--- src/rtl/lenet_mem_pkg.sv ---
`default_nettype none
// ============================================================================
// Module      : lenet_mem_pkg
// Description : Shared constants and types for the SRAM port arbiter.
//               NUM_REQ     - number of requesters per SRAM port
//               REQ_LOADER  - requester index of the loader
//               REQ_PE      - requester index of the processing element
//               arb_state_t - per-port arbitration state (RR / LOCKED)
// Revision    : 1.0 - initial release
// ============================================================================
package lenet_mem_pkg;

  localparam int NUM_REQ    = 2;
  localparam int REQ_LOADER = 0;
  localparam int REQ_PE     = 1;

  typedef enum logic [0:0] {
    RR     = 1'b0,
    LOCKED = 1'b1
  } arb_state_t;

endpackage : lenet_mem_pkg
`default_nettype wire

--- src/rtl/rr_lock_arb2.sv ---
`default_nettype none
// ============================================================================
// Module      : rr_lock_arb2
// Description : Two-way round-robin arbiter with burst lock.
//               RR     : grant the favoured requester, else the other one.
//               LOCKED : only the lock owner may be granted.
//   clk      in   clock
//   rst_n    in   asynchronous active-low reset
//   req_i    in   request per requester
//   lock_i   in   burst-lock per requester, sampled with req_i
//   gnt_o    out  one-hot combinational grant
// Revision    : 1.0 - initial release
// ============================================================================
module rr_lock_arb2
  import lenet_mem_pkg::*;
(
  input  logic               clk,
  input  logic               rst_n,
  input  logic [NUM_REQ-1:0] req_i,
  input  logic [NUM_REQ-1:0] lock_i,
  output logic [NUM_REQ-1:0] gnt_o
);

  arb_state_t         state_q, state_d;
  logic               owner_q, owner_d;
  logic               ptr_q,   ptr_d;    // requester currently favoured
  logic [NUM_REQ-1:0] gnt;
  logic               gnt_idx;

  always_ff @(posedge clk or negedge rst_n) begin
    if (!rst_n) begin
      state_q <= RR;
      owner_q <= 1'b0;
      ptr_q   <= 1'b0;
    end else begin
      state_q <= state_d;
      owner_q <= owner_d;
      ptr_q   <= ptr_d;
    end
  end

  always_comb begin
    gnt     = '0;
    state_d = state_q;
    owner_d = owner_q;
    ptr_d   = ptr_q;

    case (state_q)
      RR: begin
        if (req_i[ptr_q])       gnt[ptr_q]  = 1'b1;
        else if (req_i[~ptr_q]) gnt[~ptr_q] = 1'b1;
      end
      LOCKED: begin
        gnt[owner_q] = req_i[owner_q];
      end
      default: gnt = '0;
    endcase

    gnt_idx = gnt[1];

    // Every granted beat hands priority to the other requester, so when a
    // lock ends (either way) the non-owner is already favoured.
    if (|gnt) ptr_d = ~gnt_idx;

    case (state_q)
      RR: begin
        if ((|gnt) && lock_i[gnt_idx]) begin
          state_d = LOCKED;
          owner_d = gnt_idx;
        end
      end
      LOCKED: begin
        // Last beat (lock low) or abandoned burst (request low) both release.
        if (!req_i[owner_q] || !lock_i[owner_q]) state_d = RR;
      end
      default: state_d = RR;
    endcase
  end

  // Grants are combinational, so they must be forced low during reset too.
  assign gnt_o = rst_n ? gnt : '0;

endmodule : rr_lock_arb2
`default_nettype wire

--- src/rtl/sram_port_arbiter.sv ---
`default_nettype none
// ============================================================================
// Module      : sram_port_arbiter
// Description : Arbitrates a loader and a PE onto one SRAM with independent
//               write and read ports, each with round-robin plus burst lock.
//   clk, rst_n                      clock, async active-low reset
//   wr_req/wr_lock/wr_addr_in/wr_data_in, wr_gnt   write port requesters
//   rd_req/rd_lock/rd_addr_in, rd_gnt              read port requesters
//   rd_rvalid, rd_rdata             read return (one cycle after grant)
//   sram_*                          SRAM controls, address, data
// Revision    : 1.0 - initial release
// ============================================================================
module sram_port_arbiter
  import lenet_mem_pkg::*;
#(
  parameter int DATA_WIDTH = 8,
  parameter int ADDR_WIDTH = 8
) (
  input  logic                          clk,
  input  logic                          rst_n,
  input  logic [NUM_REQ-1:0]            wr_req,
  input  logic [NUM_REQ-1:0]            wr_lock,
  input  logic [NUM_REQ*ADDR_WIDTH-1:0] wr_addr_in,
  input  logic [NUM_REQ*DATA_WIDTH-1:0] wr_data_in,
  output logic [NUM_REQ-1:0]            wr_gnt,
  input  logic [NUM_REQ-1:0]            rd_req,
  input  logic [NUM_REQ-1:0]            rd_lock,
  input  logic [NUM_REQ*ADDR_WIDTH-1:0] rd_addr_in,
  output logic [NUM_REQ-1:0]            rd_gnt,
  output logic [NUM_REQ-1:0]            rd_rvalid,
  output logic [DATA_WIDTH-1:0]         rd_rdata,
  output logic                          sram_csen,
  output logic                          sram_wr_en,
  output logic                          sram_rd_en,
  output logic [ADDR_WIDTH-1:0]         sram_wr_addr,
  output logic [DATA_WIDTH-1:0]         sram_wr_data,
  output logic [ADDR_WIDTH-1:0]         sram_rd_addr,
  input  logic [DATA_WIDTH-1:0]         sram_rd_data
);

  logic [NUM_REQ-1:0] rvalid_q;

  rr_lock_arb2 u_wr_arb (
    .clk    (clk),
    .rst_n  (rst_n),
    .req_i  (wr_req),
    .lock_i (wr_lock),
    .gnt_o  (wr_gnt)
  );

  rr_lock_arb2 u_rd_arb (
    .clk    (clk),
    .rst_n  (rst_n),
    .req_i  (rd_req),
    .lock_i (rd_lock),
    .gnt_o  (rd_gnt)
  );

  assign sram_wr_en = |wr_gnt;
  assign sram_rd_en = |rd_gnt;
  assign sram_csen  = sram_wr_en | sram_rd_en;

  // Address/data come from the granted slice and idle at zero.
  always_comb begin
    sram_wr_addr = '0;
    sram_wr_data = '0;
    sram_rd_addr = '0;
    if (wr_gnt[REQ_PE]) begin
      sram_wr_addr = wr_addr_in[REQ_PE*ADDR_WIDTH +: ADDR_WIDTH];
      sram_wr_data = wr_data_in[REQ_PE*DATA_WIDTH +: DATA_WIDTH];
    end else if (wr_gnt[REQ_LOADER]) begin
      sram_wr_addr = wr_addr_in[REQ_LOADER*ADDR_WIDTH +: ADDR_WIDTH];
      sram_wr_data = wr_data_in[REQ_LOADER*DATA_WIDTH +: DATA_WIDTH];
    end
    if (rd_gnt[REQ_PE]) begin
      sram_rd_addr = rd_addr_in[REQ_PE*ADDR_WIDTH +: ADDR_WIDTH];
    end else if (rd_gnt[REQ_LOADER]) begin
      sram_rd_addr = rd_addr_in[REQ_LOADER*ADDR_WIDTH +: ADDR_WIDTH];
    end
  end

  // rvalid tracks the grant of the previous cycle, matching SRAM read latency.
  always_ff @(posedge clk or negedge rst_n) begin
    if (!rst_n) rvalid_q <= '0;
    else        rvalid_q <= rd_gnt;
  end

  assign rd_rvalid = rvalid_q;
  assign rd_rdata  = sram_rd_data;

endmodule : sram_port_arbiter
`default_nettype wire
--- config.mk ---
export PLATFORM = sky130hd
export DESIGN_NAME = sram_port_arbiter
export DESIGN_NICKNAME = d
export VERILOG_FILES = /design/src/rtl/lenet_mem_pkg.sv /design/src/rtl/rr_lock_arb2.sv /design/src/rtl/sram_port_arbiter.sv
export SDC_FILE = /design/constraint.sdc
export NUM_CORES = 1
export LEC_CHECK = 0
export BUFFER_PORTS_ARGS = -buffer_cell sky130_fd_sc_hd__buf_2
export CELL_PAD_IN_SITES_DETAIL_PLACEMENT = 0
export CELL_PAD_IN_SITES_GLOBAL_PLACEMENT = 1
export CORE_MARGIN = 4
export CORE_UTILIZATION = 19
export CTS_CLUSTER_SIZE = 14
export DETAILED_ROUTE_END_ITERATION = 12
export PLACE_DENSITY = 0.9
export SLEW_MARGIN = 40
export SYNTH_ARGS = -nofsm -noshare
export SYNTH_HDL_FRONTEND = slang
export SYNTH_SLANG_ARGS = --single-unit
export TNS_END_PERCENT = 5
--- constraint.sdc ---
create_clock -name clk -period 5.2 [get_ports clk]
set_clock_uncertainty 0.1 [all_clocks]
set_input_delay 0.52 -clock clk [delete_from_list [all_inputs] [get_ports clk]]
set_output_delay 0.52 -clock clk [all_outputs]
set_load 0.02 [all_outputs]
After elaboration in Yosys (flattened, before gate mapping)
Index checks and enable logic that the tools add are counted.

Bits in registers: 8. Bits of input ports: 66. Output and inout bits: 41. Word-level logic and storage cells: 102.

Magnitude comparators: 14. Muxes and demuxes: 52. Bitwise logic cells: 9. Reductions and logical operators: 20.

Operator list (number): 2-to-1 mux 8 bit (6); 2-to-1 mux 1 bit (30); < comparator 1 x 2 -> 1 bit (second input constant) (8); 2-to-1 mux 2 bit (6); logical AND 1 bit (8); one-hot mux 2 bit (2 select lines) (2); OR reduction 2 bit (4); demux 1 bit (select 1 bit) (6); >= comparator 1 bit (second input constant) (6); inverter 1 bit (6); bitwise AND 2 bit (2); logical NOT 1 bit (4); one-hot mux 1 bit (2 select lines) (2); AND reduction 2 bit (2); logical OR 1 bit (2); bitwise OR 1 bit (1).

Logic depth before layout (Yosys ltp)
Depth after elaboration: 13. Depth in mapped cells: 5. Depth with buffers taken out: 3.

Modules after synthesis
A second synthesis with hierarchy kept.

Cells, all modules: 92. Area, all modules: 748.2 um^2.

By module, submodules not included: sram_port_arbiter (instances 1, cells each 48, area an instance 407.9 um^2); rr_lock_arb2 (instances 2, cells each 22, area an instance 170.2 um^2).

Least setup slack after synthesis
No wires, ideal clock.

Path type: in2out. From: in rd_req[0]. To: out sram_rd_addr[0]. Arrival time: 1634 ps. Data required time: 4580 ps. Slack: 2946 ps. Stages on the path: 4. Cell sequence: a21boi_0 -> o211a_1 -> clkbuf_1 -> a22o_1.

Longest elaborated chain between the ends: 8. Elaborated cells between the ends (all ways): 13.

RTL lines: start: declaration (line sram_port_arbiter.sv:26) `input logic [NUM_REQ-1:0] rd_req,`; 2-to-1 mux 1 bit (not written as such) (2 in series) (line rr_lock_arb2.sv:51) `else if (req_i[~ptr_q]) gnt[~ptr_q] = 1'b1;`; 2-to-1 mux 2 bit (line rr_lock_arb2.sv:51); 2-to-1 mux 2 bit (line rr_lock_arb2.sv:50) `if (req_i[ptr_q]) gnt[ptr_q] = 1'b1;`; one-hot mux 2 bit (2 select lines) * (line rr_lock_arb2.sv:48) `case (state_q)`; 2-to-1 mux 2 bit * (line rr_lock_arb2.sv:81) `assign gnt_o = rst_n ? gnt : '0;`; net rd_gnt[0] (line sram_port_arbiter.sv:29) `output logic [NUM_REQ-1:0] rd_gnt,`; 2-to-1 mux 8 bit * (line sram_port_arbiter.sv:77) `end else if (rd_gnt[REQ_LOADER]) begin`; 2-to-1 mux 8 bit * (line sram_port_arbiter.sv:75) `if (rd_gnt[REQ_PE]) begin`; end: declaration (line sram_port_arbiter.sv:37) `output logic [ADDR_WIDTH-1:0] sram_rd_addr,`.

Mark *: on every way through the listed nets, which the timed path passes. The rest lies on a longest branch. The select of a mux whose other input is x is not followed.

Worst setup path in the final report
From: in wr_req[1]. To: out sram_csen.

Longest elaborated chain between the ends: 8. Elaborated cells between the ends (all ways): 13.

RTL lines: start: declaration (line sram_port_arbiter.sv:21) `input logic [NUM_REQ-1:0] wr_req,`; 2-to-1 mux 1 bit (not written as such) (2 in series) (line rr_lock_arb2.sv:51); 2-to-1 mux 2 bit (line rr_lock_arb2.sv:51); 2-to-1 mux 2 bit (line rr_lock_arb2.sv:50); one-hot mux 2 bit (2 select lines) * (line rr_lock_arb2.sv:48); 2-to-1 mux 2 bit * (line rr_lock_arb2.sv:81); OR reduction 2 bit * (line sram_port_arbiter.sv:59) `assign sram_wr_en = |wr_gnt;`; bitwise OR 1 bit * (line sram_port_arbiter.sv:61) `assign sram_csen = sram_wr_en | sram_rd_en;`; end: declaration (line sram_port_arbiter.sv:32) `output logic sram_csen,`.

Every way passes the cells marked *; elsewhere a longest branch is shown, timed or not. The select of a mux whose other input is x is not followed.

==> key figures <==
Worst setup path
  • Crit-path most repeated cell: buf_2
  • R2R Setup Slk: around 3.8 ns
  • Arrival time worst endpoint: just under 2 ns
  • Worst path slowest cell: or4_4
  • R2r endpoint: rd_rvalid[0]$_DFF_PN0_
  • Required time of the critical path: about 4.6 ns
  • CP Class: input pin to output pin
  • Crit start category: input pin
  • Worst path top cell family by delay: simple AND/OR/NAND/NOR gates
  • Worst Path Max Fanout: 19
  • Worst reg2reg path startpoint: u_rd_arb.state_q$_DFF_PN0_
  • Crit. End Element: output pin
  • Worst path cell trace: buf_2 -> nand2_1 -> o2111a_1 -> or4_4 -> buf_2
  • Setup crit end: sram_csen
  • CP Buf/Inv Count: 2
  • Cell depth of the worst setup path: 5
  • Setup crit start: wr_req[1]
  • Reg2reg path depth: 2
  • CP max stage delay: 0.61 ns

Drt
  • # DRC: 0
  • DR vias: ~1,000
  • Routed len/inst: between 10 and 15 um
  • Via/cell ratio: about 4.6
  • Pre-Repair DR Iteration Count: 3
  • Final ANT Viol Nets: 0
  • Initial DRC count: 14
  • Post-Route WL: approximately 2700 um

STA
  • Fin crit period: 2.60 ns
  • F_max: between 300 and 400 MHz
  • Least-Margin Pin Slew: about 0.66 ns
  • Setup violators final: 0
  • Final hold viol count: 0
  • Max Slew Vio Count: 0
  • Hold WS: 0.0501 ns
  • RSZ-0062 raised after global routing: no
  • TNS Setup: 0 ns
  • Period utilization: between 50 and 60%
  • Rel. slew slack: about 56%

Synth
  • Main combinational cell family by area after synthesis: compound AO/OA/AOI/OAI gates
  • Ys async rst share: between 90% and 100%
  • Syn_area_per_cell: 8.85 sq um
  • Synth Instances: 85
  • Yosys cell types: 27
  • Syn Nets: about 150
  • Synth cell count leaders: 25 x a22o_1, 8 x buf_4, 8 x dfrtp_1
  • Register area share after synthesis: around a quarter
  • Yosys reg bits: 8
  • Syn. warnings: 0
  • Synth Area in Simple Gates: about 17%
  • Compound-Gate Fraction of Synth Area: between 40% and 50%
  • Synth area leaders: a22o_1 29%, dfrtp_1 27%, buf_4 8.0%, buf_2 3.3%, nand2_1 3.0%
  • Post-synthesis xor/xnor area fraction: 0%
  • Ys flop type: dfrtp_1
  • Top cell type's share of synthesized area: 29.1%
  • Synth Area in Adders: 0%
  • Mux cell area share after synthesis: 0%
  • Most common cell in the synthesized netlist: a22o_1
  • EDFF count, synth: 0
  • Synth Cell Area: ~750 sq um
  • Post-synth top area cell: a22o_1

Global routing
  • Largest net degree at the start of global routing: 20
  • Initial antenna violation count: 0
  • Global route total overflow: 0
  • Vias in the first global route: a little over 900
  • First-pass GRT wire length: 4020 um
  • GRT Total Usage: under 10%

Cells and area
  • Share of cells above drive strength 1: ~60%
  • Area grow syn2layout: 61.6%
  • # diodes: 0
  • Nets: about 230

Run status
  • Status: complete, no violations

Pwr
  • Pwr per Cell Area: 396 mW/mm^2
  • Leak: 0.703 nW
  • Maximum vdd drop: roughly 0.18 mV

Clocking
  • TritonCTS Buffers: 3
  • CTS tree: done
  • Clock Tree Root: clkbuf_8
  • H-tree depth: 1
  • Post-CTS Setup Inserts: 0
  • CTS Buffer Depth: 2
  • CTS sink cnt: 8
  • Clock-pin slew on the worst setup and hold paths: 0.04 ns
  • Resized Gates After CTS: 0
  • Hold bufs inserted after CTS: 0
  • Clock latency at the later pin of the worst-skew pair: around 0.23 ns

Placement
  • Post-DP HPWL: 2220 um
  • Port Buffers: 90
  • RePlAce Congestion: about 0.79

Floorplan
  • Initial Util: between 20% and 30%
  • Chip height: 70.9 um
  • Core area: 0.00374 sq mm
  • Die Width: between 70 and 80 um
  • Row cnt: 22
  • Num ports: between 100 and 150
  • Die area: roughly 0.0050 sq mm

Hold path
  • Hold Crit Class: input pin to asynchronous set/reset pin

Job
  • Max Cap Viol: 0
==> state kept, by name (all words and copies together), names as in the netlist <==
register and flops:
rd_rvalid 2, u_rd_arb.ptr_q 1, u_wr_arb.ptr_q 1, u_wr_arb.owner_q 1, u_rd_arb.owner_q 1, u_rd_arb.state_q 1
u_wr_arb.state_q 1
==> worst register-to-register path, delay by kind of cell, from the launching register on <==
kind | cells | cell delay, ns
AO/OA/AOI/OAI | 2 | 0.71
flip-flops | 1 | 0.44
==> per-layer routing <==
metal	part of all wire [%]	wire [um]	GRT usage, %	vias up
met5	0	0	0	-
met4	0.94	25	2.92	0
met3	7.7	206	2.70	6
met2	51	1350	17.1	48
met1	41	1080	11.4	435
li1	-	-	-	487
==> through the flow <==
stage | instances | worst slack [ns] | cell area [sq um] | power, mW | util, %
finish | 212 | 2.60 | 1210 | 0.481 | 32.5
global route | 212 | 2.49 | 1210 | 0.519 | 32.5
CTS | 212 | 2.58 | 1210 | 0.487 | 32.5
detailed placement | 209 | 2.58 | 1170 | 0.409 | 31.4
global placement | 209 | 2.59 | 1170 | 0.408 | 31.4
floorplan | 85 | 2.95 | 752 | 0.324 | -
==> worst min path at each step <==
stage	end	slack (ns)	depth (start not counted)	from
2_1_floorplan	rd_rvalid[0]$_DFF_PN0_	0.12	0	rst_n
3_3_place_gp	rd_rvalid[0]$_DFF_PN0_	0.29	1	rst_n
3_5_place_dp	u_wr_arb.ptr_q$_DFFE_PN0P_	0.30	1	rst_n
4_1_cts	u_rd_arb.state_q$_DFF_PN0_	0.05	1	rst_n
5_1_grt	u_wr_arb.ptr_q$_DFFE_PN0P_	0.06	1	rst_n
6_report	u_rd_arb.state_q$_DFF_PN0_	0.05	1	rst_n
==> cell families (layout without fill, tap and decap cells) <==
group	Yosys count	in the layout
buffers and inverters	16	95
flip-flops	8	8
AO/OA/AOI/OAI	39	39
AND/OR/NAND/NOR	22	22
==> final cells by class <==
type / count / area [sq um]
Timing Repair Buffer: 90 / 450
Tap cell: 48 / 60.1
Clock buffer: 3 / 41.3
Sequential cell: 8 / 200
Fill cell: 418 / 2530
Multi-Input combinational cell: 61 / 455
Inverter: 2 / 7.51
==> placed cells by master (no fill, tap or decap), types with 2 or more instances in the layout <==
master    Yosys  final
dfrtp_1       8      8
o211ai_1      2      2
clkbuf_8      0      3
a31oi_1       2      2
a22o_1       25     25
buf_2         5     90
inv_1         2      2
o2111a_1      2      2
o31a_1        2      2
a21oi_1       3      3
nor2_1        2      2
nand3_1       2      2
nand2b_1      2      2
nand2_1       6      6
or2_2         2      2
==> where the power goes <==
group	total, mW	internal [mW]	switching [mW]	leakage, nW
combinational	0.282	0.123	0.158	0.585
clock	0.0754	0.0502	0.0252	0.0216
sequential	0.124	0.0894	0.0349	0.0963
(Power assumes the default switching activity.)
